File: config.mk
export PLATFORM = sky130hd
export DESIGN_NAME = run_step_ctrl_flat
export DESIGN_NICKNAME = d
export VERILOG_FILES = /design/src/rtl/run_step_ctrl_if.sv /design/src/rtl/run_step_ctrl.sv /design/src/flat_wrapper.sv
export SDC_FILE = /design/constraint.sdc
export NUM_CORES = 1
export LEC_CHECK = 0
export ABC_CLOCK_PERIOD_IN_PS = 4500
export CAP_MARGIN = 5
export CORE_MARGIN = 8
export CORE_UTILIZATION = 55
export DETAILED_ROUTE_END_ITERATION = 8
export PLACE_DENSITY = 0.77
export SETUP_SLACK_MARGIN = 0.4
export SLEW_MARGIN = 20
export SYNTH_ARGS = -nofsm -noshare
export SYNTH_HDL_FRONTEND = slang
export SYNTH_SLANG_ARGS = --single-unit
File: constraint.sdc
create_clock -name clk -period 4.5 [get_ports clk]
set_input_delay 0.9 -clock clk [delete_from_list [all_inputs] [get_ports clk]]
set_output_delay 0.9 -clock clk [all_outputs]
set_load 0.05 [all_outputs]
File: src/rtl/run_step_ctrl_if.sv
// run_step_ctrl_if: front-panel / processor-control bundle for run_step_ctrl.
//   btn_step   : raw bouncing step push-button (asynchronous)
//   sw_run     : raw run-mode slide switch (asynchronous)
//   halt_req   : synchronous halt request from the processor
//   cpu_tick   : one-cycle processor clock-enable pulse
//   mode       : 00 IDLE, 01 RUN, 10 HALTED
//   tick_count : cpu_tick pulses issued since reset (wraps)
// master drives the controls (board/bench); slave is the controller.
interface run_step_ctrl_if;
   logic        btn_step;
   logic        sw_run;
   logic        halt_req;
   logic        cpu_tick;
   logic [1:0]  mode;
   logic [15:0] tick_count;

   modport master (
      output btn_step, sw_run, halt_req,
      input  cpu_tick, mode, tick_count
   );

   modport slave (
      input  btn_step, sw_run, halt_req,
      output cpu_tick, mode, tick_count
   );
endinterface

File: src/rtl/run_step_ctrl.sv
// run_step_ctrl: single-step / free-run clock-enable generator for a soft CPU.
// A debounced step button issues one cpu_tick in IDLE; the run switch selects
// a divided periodic tick; halt_req parks the block in HALTED until the run
// switch is turned off.
// Ports:
//   clk   : system clock, rising edge
//   reset : synchronous active-high reset
//   bus   : run_step_ctrl_if.slave (btn_step, sw_run, halt_req in;
//           cpu_tick, mode, tick_count out, all registered)
module run_step_ctrl #(
   parameter int unsigned DEBOUNCE_CYCLES = 1000000,
   parameter int unsigned RUN_DIV         = 100000000
) (
   input  logic           clk,
   input  logic           reset,
   run_step_ctrl_if.slave bus
);

   localparam int unsigned DB_W  = $clog2(DEBOUNCE_CYCLES) + 1;
   localparam int unsigned DIV_W = $clog2(RUN_DIV) + 1;
   localparam int unsigned CNT_W = 16;

   localparam logic [DB_W-1:0]  DB_LAST  = DB_W'(DEBOUNCE_CYCLES - 1);
   localparam logic [DIV_W-1:0] DIV_LAST = DIV_W'(RUN_DIV - 1);

   // Encoding doubles as the mode output.
   typedef enum logic [1:0] {
      IDLE   = 2'b00,
      RUN    = 2'b01,
      HALTED = 2'b10
   } state_t;

   logic             btn_s1;
   logic             btn_s2;
   logic             sw_s1;
   logic             sw_s2;
   logic             db_state;
   logic             db_prev;
   logic [DB_W-1:0]  db_cnt;
   logic [DIV_W-1:0] div_cnt;
   state_t           state;
   logic             cpu_tick;
   logic [CNT_W-1:0] tick_cnt;
   logic             step_evt_c;

   // Two-flop synchronizers; nothing else touches the raw inputs.
   always_ff @(posedge clk) begin
      if (reset) begin
         btn_s1 <= 1'b0;
         btn_s2 <= 1'b0;
         sw_s1  <= 1'b0;
         sw_s2  <= 1'b0;
      end else begin
         btn_s1 <= bus.btn_step;
         btn_s2 <= btn_s1;
         sw_s1  <= bus.sw_run;
         sw_s2  <= sw_s1;
      end
   end

   // Debouncer: accept a new level only after DEBOUNCE_CYCLES differing samples in a row.
   always_ff @(posedge clk) begin
      if (reset) begin
         db_state <= 1'b0;
         db_prev  <= 1'b0;
         db_cnt   <= '0;
      end else begin
         db_prev <= db_state;
         if (btn_s2 != db_state) begin
            if (db_cnt == DB_LAST) begin
               db_state <= btn_s2;
               db_cnt   <= '0;
            end else begin
               db_cnt <= db_cnt + DB_W'(1);
            end
         end else begin
            db_cnt <= '0;
         end
      end
   end

   // Rising edge of the debounced level, taken between two registers.
   assign step_evt_c = db_state & ~db_prev;

   // Mode FSM with divider and tick counter; halt_req outranks everything.
   always_ff @(posedge clk) begin
      if (reset) begin
         state    <= IDLE;
         cpu_tick <= 1'b0;
         div_cnt  <= '0;
         tick_cnt <= '0;
      end else begin
         cpu_tick <= 1'b0;
         unique case (state)
            IDLE: begin
               if (bus.halt_req) begin
                  state <= HALTED;
               end else if (sw_s2) begin
                  // Entering RUN drops any coincident step event.
                  state   <= RUN;
                  div_cnt <= '0;
               end else if (step_evt_c) begin
                  cpu_tick <= 1'b1;
                  tick_cnt <= tick_cnt + CNT_W'(1);
               end
            end
            RUN: begin
               if (bus.halt_req) begin
                  state   <= HALTED;
                  div_cnt <= '0;
               end else if (!sw_s2) begin
                  state   <= IDLE;
                  div_cnt <= '0;
               end else if (div_cnt == DIV_LAST) begin
                  div_cnt  <= '0;
                  cpu_tick <= 1'b1;
                  tick_cnt <= tick_cnt + CNT_W'(1);
               end else begin
                  div_cnt <= div_cnt + DIV_W'(1);
               end
            end
            HALTED: begin
               if (!sw_s2 && !bus.halt_req) begin
                  state <= IDLE;
               end
            end
            default: begin
               state <= IDLE;
            end
         endcase
      end
   end

   assign bus.cpu_tick   = cpu_tick;
   assign bus.mode       = state;
   assign bus.tick_count = tick_cnt;

endmodule

File: src/flat_wrapper.sv
// flat-port wrapper written by rule: the top's interface ports become plain ports
module run_step_ctrl_flat 
#(
   parameter int unsigned DEBOUNCE_CYCLES = 1000000,
   parameter int unsigned RUN_DIV         = 100000000
)
  (clk, reset, bus_btn_step, bus_sw_run, bus_halt_req, bus_cpu_tick, bus_mode, bus_tick_count);
  run_step_ctrl_if bus_i ();
  input  logic clk;
  input  logic reset;
  input wire logic [$bits(bus_i.btn_step)-1:0] bus_btn_step;
  input wire logic [$bits(bus_i.sw_run)-1:0] bus_sw_run;
  input wire logic [$bits(bus_i.halt_req)-1:0] bus_halt_req;
  output wire logic [$bits(bus_i.cpu_tick)-1:0] bus_cpu_tick;
  output wire logic [$bits(bus_i.mode)-1:0] bus_mode;
  output wire logic [$bits(bus_i.tick_count)-1:0] bus_tick_count;
  assign bus_i.btn_step = bus_btn_step;
  assign bus_i.sw_run = bus_sw_run;
  assign bus_i.halt_req = bus_halt_req;
  assign bus_cpu_tick = bus_i.cpu_tick;
  assign bus_mode = bus_i.mode;
  assign bus_tick_count = bus_i.tick_count;
  run_step_ctrl #(.DEBOUNCE_CYCLES(DEBOUNCE_CYCLES), .RUN_DIV(RUN_DIV)) u_core (.clk(clk), .reset(reset), .bus(bus_i));
endmodule
==> results.sh, run 1 <==
export IMPL_numCtsBuffers=9
export IMPL_fillers=590
export IMPL_fmax_ghz=0.3419
export IMPL_worst_slew_pin_slew_ns=0.9394
export IMPL_tritoncts="yes"
export IMPL_dp_hpwl_um=5687
export IMPL_ant_nets=0
export IMPL_antenna_found_initial=0
export IMPL_clk_path_buf_depth=2
export IMPL_netlist_cell_type_count=57
export IMPL_syn_nets=466
export IMPL_critPathLaunchType="input port"
export IMPL_skew_ns=0.01147
export IMPL_area_growth_pct=11.33
export IMPL_final_net_count=474
export IMPL_setup_viol=0
export IMPL_tns_ns=0
export IMPL_wl_per_cell_um=14.64
export IMPL_post_route_period_util_pct=64.99
export IMPL_synthCells=458
export IMPL_yosys_warnings=0
export IMPL_layout_drive_gt1_share_pct=9.130
export IMPL_powerDensity_mw_per_mm2=290.7
export IMPL_detailroute_via_count=3344
export IMPL_die_area_mm2=0.009993
export IMPL_grt_first_pass_wirelength_um=14120
export IMPL_via_per_inst=5.898
export IMPL_yosysTopAreaCell="dfxtp_1"
export IMPL_finalWeightedCongestion=0.8152
export IMPL_yosysMostFrequentCell="dfxtp_1"
export IMPL_p_leak_nw=1.421
export IMPL_cp_max_fo=24
export IMPL_synth_top_cells_by_area="dfxtp_1 38%, xnor2_1 5.9%, nor2_1 5.0%, nand3_1 4.3%, nand4_1 3.5%"
export IMPL_path_clk_slew_ns=0.08
export IMPL_rrSetupSlack_ns=2.08
export IMPL_die_h_um=99.97
export IMPL_initialDrtViolationCount=172
export IMPL_die_w_um=99.97
export IMPL_synth_seq_cells=74
export IMPL_grt_setup_unrepaired="false"
export IMPL_yosysSeqAreaShare_pct=38.21
export IMPL_drv_slew=0
export IMPL_crit_type="in2reg"
export IMPL_post_cts_setup_buffers=0
export IMPL_slew_headroom_pct=37.25
export IMPL_synthArstFlopShare_pct=0
export IMPL_worstPathRequired_ns=4.79
export IMPL_hold_slack_ns=0.4455
export IMPL_final_area_mm2=0.004317
export IMPL_htree_levels=3
export IMPL_power_mw=1.255
export IMPL_synthesis_area_mm2=0.003877
export IMPL_hp_class="reg2reg"
export IMPL_globalRouteOverflowTotal=0
export IMPL_cts_root_buf="clkbuf_8"
export IMPL_grt_util_all_layers_pct=17.08
export IMPL_first_global_vias=3016
export IMPL_yosys_area_top_type_share_pct=38.21
export IMPL_final_hold_viol_count=0
export IMPL_wl_um=8300
export IMPL_start_util_pct=57.07
export IMPL_cap_viol_max_count=0
export IMPL_numClockSinks=74
export IMPL_ios=24
export IMPL_post_dp_cell_area_mm2=0.004098
export IMPL_syn_avg_cell_area_um2=8.466
export IMPL_holdBufCountCts=0
export IMPL_firstDrtPassIters=4
export IMPL_clkLatencyLatePin_ns=0.35
export IMPL_critPathCaptureType="flip-flop"
export IMPL_rows=30
export IMPL_utilization_pct=63.54
export IMPL_portBuffers=23
export IMPL_crit_arrival_ns=3.22
export IMPL_synth_edf_count=0
export IMPL_diodes=0
export IMPL_ys_flop_type="dfxtp_1"
export IMPL_postCtsResizedCells=0
export IMPL_max_vdd_ir_drop_mv=0.1840
export IMPL_grt_max_degree=59
export IMPL_core_mm2=0.006794
export IMPL_remaining_drc_errors=0
export IMPL_outcome="finished, final reports clean"
export IMPL_synthTopCellsByCount="74 x dfxtp_1, 52 x nor2_1, 33 x nand3_1"
export IMPL_period_needed_ns=2.925
-- logic make-up after synthesis --
family / Yosys count / share of synthesized area, %
simple gates: 254 / 37.08
flops: 74 / 38.21
compound gates: 48 / 8.583
xor+xnor: 33 / 7.454
buf+inv: 33 / 4.001
mux: 13 / 3.711
fa+ha+maj: 3 / 0.9682
-- registers in the layout, indices dropped and copies added, names as in the netlist --
register	flops
u_core.bus.mode	2
u_core.btn_s1	1
u_core.db_prev	1
u_core.sw_s2	1
u_core.db_state	1
u_core.bus.tick_count	16
u_core.bus.cpu_tick	1
u_core.div_cnt	28
u_core.btn_s2	1
u_core.db_cnt	21
u_core.sw_s1	1
-- final timing paths --
| kind | from | end | depth (start not counted) |
|---|---|---|---|
| max | bus_halt_req | u_core.div_cnt[22]$_SDFFE_PP0P_ | 6 |
| min | u_core.sw_s1$_SDFF_PP0_ | u_core.sw_s2$_SDFF_PP0_ | 1 |
| max reg2reg | u_core.div_cnt[0]$_SDFFE_PP0P_ | u_core.div_cnt[7]$_SDFFE_PP0P_ | 6 |
| min reg2reg | u_core.sw_s1$_SDFF_PP0_ | u_core.sw_s2$_SDFF_PP0_ | 1 |
-- through the flow --
stage               instances  setup slack, ns
global placement          551            1.331
finish                    567            1.575
detailed placement        551            1.233
CTS                       567            1.609
global route              567            1.412
floorplan                 458            2.136
-- worst max-delay path, stage by stage --
cell,delay [ns]
clkdlybuf4s50_1,0.51
and4bb_2,0.45
nand2b_1,0.10
a31oi_2,0.74
or3b_1,0.41
nand3_1,0.09
-- area by class of cell --
class	count	area (µm²)	share of cell area, %
tap	96	120.1	2.783
inverter	6	22.52	0.5217
multi-input combinational	351	2245	52.00
sequential	74	1481	34.32
clock inverter	6	87.58	2.029
timing repair buffer	24	232.7	5.391
clock buffer	10	127.6	2.957
-- routing by layer --
layer	vias up	global-route usage (%)	routed length, µm	part of all wire [%]
met2	72	27.76	3913	47
met4	0	6.170	97	1.2
met1	1589	20.67	3844	46
met3	10	5.329	444	5.3
li1	1673	-	-	-
met5	-	0	0	0
-- cells in the final DEF, fill, tap and decap left out, drive strengths merged, types with 11 or more instances in the layout --
master	netlist	layout
nand3	35	35
nor2b	18	18
nor2	52	52
nor3	24	24
and3	13	13
xnor2	26	26
a31oi	11	11
mux2	11	11
clkdlybuf4s50	0	22
dfxtp	74	74
nor4	14	14
nand2	32	32
nand4	23	23
-- report_power, final --
group / switching [mW] / internal, mW / total [mW]
logic: 0.0204 / 0.00973 / 0.0302
clock network: 0.251 / 0.314 / 0.565
registers: 0.00269 / 0.657 / 0.659
No activity file was read; power rests on OpenSTA's default activity.
==> run 2, diff against run 1 <==
Settings changed: ABC_CLOCK_PERIOD_IN_PS 4500 to 2900.
Clock period 4.5 ns to 2.9 ns, I/O delays scaled along.
==> results.sh, run 2 (same netlist as run 1, synthesis figures left out) <==
export IMPL_outcome="finished, final reports clean"
export IMPL_grt_setup_unrepaired="false"
export IMPL_firstDrtPassIters=4
export IMPL_cpPeakStageDelay_ns=0.49
export IMPL_mostFrequentLayoutCells="74 x dfxtp_1, 52 x nor2_1, 33 x nand3_1"
export IMPL_htree_levels=3
export IMPL_initialDrtViolationCount=102
export IMPL_layout_drive_gt1_share_pct=10.65
export IMPL_final_hold_viol_count=0
export IMPL_worst_slew_pin_slew_ns=0.6775
export IMPL_start_util_pct=57.07
export IMPL_portBuffers=23
export IMPL_fillers=581
export IMPL_largest_reg_flops=28
export IMPL_globalRouteOverflowTotal=0
export IMPL_wl_um=8300
export IMPL_critPathLaunchType="input port"
export IMPL_max_vdd_ir_drop_mv=0.3293
export IMPL_cp_max_fo=12
export IMPL_holdBufCountCts=0
export IMPL_p_leak_nw=1.458
export IMPL_area_growth_pct=12.07
export IMPL_clk_path_buf_depth=2
export IMPL_post_dp_cell_area_mm2=0.004158
export IMPL_cts_root_buf="clkbuf_8"
export IMPL_critPathCaptureType="flip-flop"
export IMPL_setup_viol=0
export IMPL_critPathBufInv=2
export IMPL_grt_max_degree=42
export IMPL_tritoncts="yes"
export IMPL_slew_headroom_pct=54.73
export IMPL_numClockSinks=74
export IMPL_cap_viol_max_count=0
export IMPL_regMostFlops="u_core.div_cnt"
export IMPL_numCtsBuffers=9
export IMPL_hp_class="reg2reg"
export IMPL_antenna_found_initial=0
export IMPL_path_cells="clkdlybuf4s50_1 > and4bb_2 > nand2b_1 > a31oi_2 > buf_4 > a41oi_1 > a31oi_1"
export IMPL_tns_ns=0
export IMPL_die_area_mm2=0.009993
export IMPL_crit_arrival_ns=2.59
export IMPL_final_common_cell="dfxtp_1"
export IMPL_grt_util_all_layers_pct=17.43
export IMPL_finalWeightedCongestion=0.8565
export IMPL_post_route_period_util_pct=79.76
export IMPL_wl_per_cell_um=14.43
export IMPL_ant_nets=0
export IMPL_diodes=0
export IMPL_remaining_drc_errors=0
export IMPL_powerDensity_mw_per_mm2=419.9
export IMPL_final_net_count=482
export IMPL_critPathSlowestCell="clkdlybuf4s50_1"
export IMPL_crit_type="in2reg"
export IMPL_first_global_vias=3068
export IMPL_final_area_mm2=0.004345
export IMPL_path_clk_slew_ns=0.09
export IMPL_ios=24
export IMPL_grt_first_pass_wirelength_um=14510
export IMPL_period_needed_ns=2.313
export IMPL_worstPathRequired_ns=3.17
export IMPL_core_mm2=0.006794
export IMPL_die_w_um=99.97
export IMPL_detailroute_via_count=3334
export IMPL_skew_ns=0.01047
export IMPL_fmax_ghz=0.4323
export IMPL_crit_family="buffers and inverters"
export IMPL_via_per_inst=5.798
export IMPL_clkLatencyLatePin_ns=0.35
export IMPL_utilization_pct=63.96
export IMPL_rows=30
export IMPL_dp_hpwl_um=5761
export IMPL_die_h_um=99.97
export IMPL_drv_slew=0
## run 2: cell types whose count changed in the layout (fill, tap and decap cells not counted), moves of 2 or more
cell	change
buf_4	+8
bufinv_16	-2
clkinvlp_4	+2
clkinv_2	-2
## run 2: path summary, 6_finish.rpt
path / startpoint / to / slack, ns / cells after the start
max: bus_halt_req / u_core.div_cnt[18]$_SDFFE_PP0P_ / 0.59 / 7
min: u_core.sw_s1$_SDFF_PP0_ / u_core.sw_s2$_SDFF_PP0_ / 0.46 / 1
max reg2reg: u_core.db_cnt[0]$_SDFF_PP0_ / u_core.db_cnt[12]$_SDFF_PP0_ / 0.68 / 5
min reg2reg: u_core.sw_s1$_SDFF_PP0_ / u_core.sw_s2$_SDFF_PP0_ / 0.46 / 1
## run 2: metal layers
layer	share of wire, %	track usage [%]	vias up
met1	47	22.56	1575
li1	-	-	1690
met3	4.9	4.429	2
met2	48	27.76	67
met4	0.46	5.006	0
met5	0	0	-
## run 2: layout make-up
cell class	count	area, µm²	share of cell area, %
clock buffer	9	123.9	2.851
clock inverter	7	61.31	1.411
inverter	6	22.52	0.5183
multi-input combinational	351	2241	51.57
sequential	74	1481	34.09
tap	96	120.1	2.764
timing repair buffer	32	295.3	6.795
## run 2: repair_timing
action                                  in CTS  in global routing
buffers inserted                             0                  0
gates resized for setup                      0                  1
endpoints found under the hold margin        0                  0
endpoints found under the setup margin       0                  1
## run 2: metrics by stage
step	hold slack, ns	total power, mW	setup WS [ns]	instances
finish	0.4584	1.825	0.5869	575
detailed placement	0.4316	1.096	0.2528	559
floorplan	0.4138	1.079	0.7157	458
global route	0.4820	1.905	0.4099	575
global placement	0.4286	1.095	0.2911	559
CTS	0.4605	1.853	0.4306	575
## run 2: power breakdown
group | switching (mW) | total (mW) | internal [mW]
sequential | 0.00404 | 1.02 | 1.02
clock | 0.426 | 0.753 | 0.327
combinational | 0.0316 | 0.0486 | 0.0170
total | 0.462 | 1.82 | 1.36
==> run 3, diff against run 2 <==
Settings changed: ABC_CLOCK_PERIOD_IN_PS 2900 to 2300.
Clock period 2.9 ns to 2.3 ns, I/O delays scaled along.
==> results.sh, run 3 (same netlist as run 1, synthesis figures left out) <==
export IMPL_hp_class="reg2reg"
export IMPL_start_util_pct=57.07
export IMPL_firstDrtPassIters=4
export IMPL_holdBufCountCts=0
export IMPL_regArea_mm2=0.001525
export IMPL_holdCritStartpoint="u_core.btn_s1$_SDFF_PP0_"
export IMPL_grt_first_pass_wirelength_um=15570
export IMPL_regMostFlops="u_core.div_cnt"
export IMPL_portBuffers=23
export IMPL_drv_slew=0
export IMPL_via_per_inst=5.865
export IMPL_area_growth_pct=23.52
export IMPL_grt_setup_unrepaired="true"
export IMPL_fillers=517
export IMPL_die_h_um=99.97
export IMPL_finalWeightedCongestion=0.8910
export IMPL_multi_input_area_mm2=0.002372
export IMPL_final_area_mm2=0.004790
export IMPL_powerDensity_mw_per_mm2=504.0
export IMPL_numCtsBuffers=9
export IMPL_layout_drive_gt1_share_pct=24.80
export IMPL_crit_type="reg2reg"
export IMPL_crit_arrival_ns=2.18
export IMPL_worst_slew_pin_slew_ns=0.5100
export IMPL_fin_cells=608
export IMPL_largest_reg_flops=28
export IMPL_critPathCaptureType="flip-flop"
export IMPL_path_cells="buf_6 > nor4_4 > nand4_1 > nor4_4 > buf_4 > o211ai_1 > mux2_2"
export IMPL_grt_max_degree=59
export IMPL_ios=24
export IMPL_final_common_cell="nor2_1"
export IMPL_slew_headroom_pct=66.14
export IMPL_die_w_um=99.97
export IMPL_final_hold_viol_count=0
export IMPL_initialDrtViolationCount=242
export IMPL_post_route_period_util_pct=83.77
export IMPL_worstSetupStartpoint="u_core.div_cnt[17]$_SDFFE_PP0P_"
export IMPL_setup_viol=0
export IMPL_remaining_drc_errors=0
export IMPL_rows=30
export IMPL_diodes=0
export IMPL_grt_util_all_layers_pct=18.84
export IMPL_core_mm2=0.006794
export IMPL_ant_nets=0
export IMPL_clkLatencyLatePin_ns=0.35
export IMPL_htree_levels=3
export IMPL_path_clk_slew_ns=0.09
export IMPL_cp_max_fo=4
export IMPL_critPathLaunchType="flip-flop"
export IMPL_numClockSinks=74
export IMPL_detailroute_via_count=3566
export IMPL_antenna_found_initial=0
export IMPL_wl_per_cell_um=15.69
export IMPL_cpPeakStageDelay_ns=0.35
export IMPL_period_needed_ns=1.927
export IMPL_mostFrequentLayoutCells="51 x nor2_1, 47 x dfxtp_1, 38 x buf_4"
export IMPL_hold_slack_ns=0.4416
export IMPL_die_area_mm2=0.009993
export IMPL_final_net_count=515
export IMPL_skew_ns=0.008666
export IMPL_max_vdd_ir_drop_mv=0.2825
export IMPL_clk_path_buf_depth=2
export IMPL_fmax_ghz=0.5190
export IMPL_p_leak_nw=1.758
export IMPL_globalRouteOverflowTotal=0
export IMPL_critPathSlowestCell="nor4_4"
export IMPL_wl_um=9541
export IMPL_first_global_vias=3403
export IMPL_dp_hpwl_um=6065
export IMPL_tritoncts="yes"
export IMPL_r2r_start="u_core.div_cnt[17]$_SDFFE_PP0P_"
export IMPL_cap_viol_max_count=0
export IMPL_worstPathRequired_ns=2.55
export IMPL_dp_cells=575
export IMPL_outcome="finished, final reports clean"
export IMPL_post_dp_cell_area_mm2=0.004322
export IMPL_path_common_cell="nor4_4"
export IMPL_cts_root_buf="clkbuf_8"
-- run 3: changes by cell type in the layout (fill, tap and decap cells not counted), moves of 3 or more --
cell,delta
clkdlybuf4s50_1,-19
o21ai_1,+3
buf_4,+29
o32ai_2,+4
dfxtp_1,-27
dlygate4sd2_1,+20
dfxtp_4,+4
o21ai_0,-3
o32ai_1,-4
buf_6,+3
dfxtp_2,+23
-- run 3: critical path, delay by kind of cell (launching register included) --
family | cells | cell delay (ns)
flops | 1 | 0.33
compound gates | 1 | 0.09
mux | 1 | 0.28
buf+inv | 2 | 0.29
simple gates | 3 | 0.83
-- run 3: per-layer routing --
metal | track usage, % | vias up | part of all wire [%]
li1 | - | 1758 | -
met1 | 21.34 | 1683 | 44
met2 | 32.17 | 103 | 49
met3 | 5.467 | 22 | 5.0
met4 | 8.033 | 0 | 2.2
met5 | 0 | - | 0
-- run 3: metrics by stage --
step	setup TNS, ns	power, mW	util [%]	setup WS [ns]
final	0	2.414	70.50	0.3734
after global routing	0	2.504	70.50	0.2906
after CTS	0	2.434	67.86	0.3801
after detailed placement	-0.9937	1.385	63.61	-0.1103
after global placement	-0.5556	1.383	63.61	-0.07444
after floorplan	0	1.359	-	0.4000
-- run 3: layout make-up --
class	instances	share of cell area, %
well taps	96	2.508
clock buffers	10	2.874
inverters	6	0.4702
flip-flops and latches	74	31.84
repair buffers	65	11.26
clock inverters	6	1.515
multi-input cells	351	49.53
-- run 3: final timing paths --
path              cells past startpoint                                      to  slack, ns
hold / removal                        1                u_core.btn_s2$_SDFF_PP0_       0.44
hold reg to reg                       1                u_core.btn_s2$_SDFF_PP0_       0.44
setup / recovery                      7  u_core.bus.tick_count[14]$_SDFFE_PP0P_       0.37
setup reg to reg                      7  u_core.bus.tick_count[14]$_SDFFE_PP0P_       0.37
-- run 3: what timing repair did --
action / in CTS / in global routing
setup endpoints to repair: 41 / 35
buffers inserted: 10 / 7
pin swaps: 9 / 10
gates resized for setup: 28 / 36
-- run 3: where the power goes --
| group | internal [mW] | leakage, nW | total (mW) | switching, mW |
|---|---|---|---|---|
| combinational | 0.0235 | 1.04 | 0.0658 | 0.0422 |
| clock | 0.542 | 0.103 | 1.06 | 0.521 |
| sequential | 1.28 | 0.612 | 1.29 | 0.00545 |
| total | 1.85 | 1.76 | 2.41 | 0.568 |
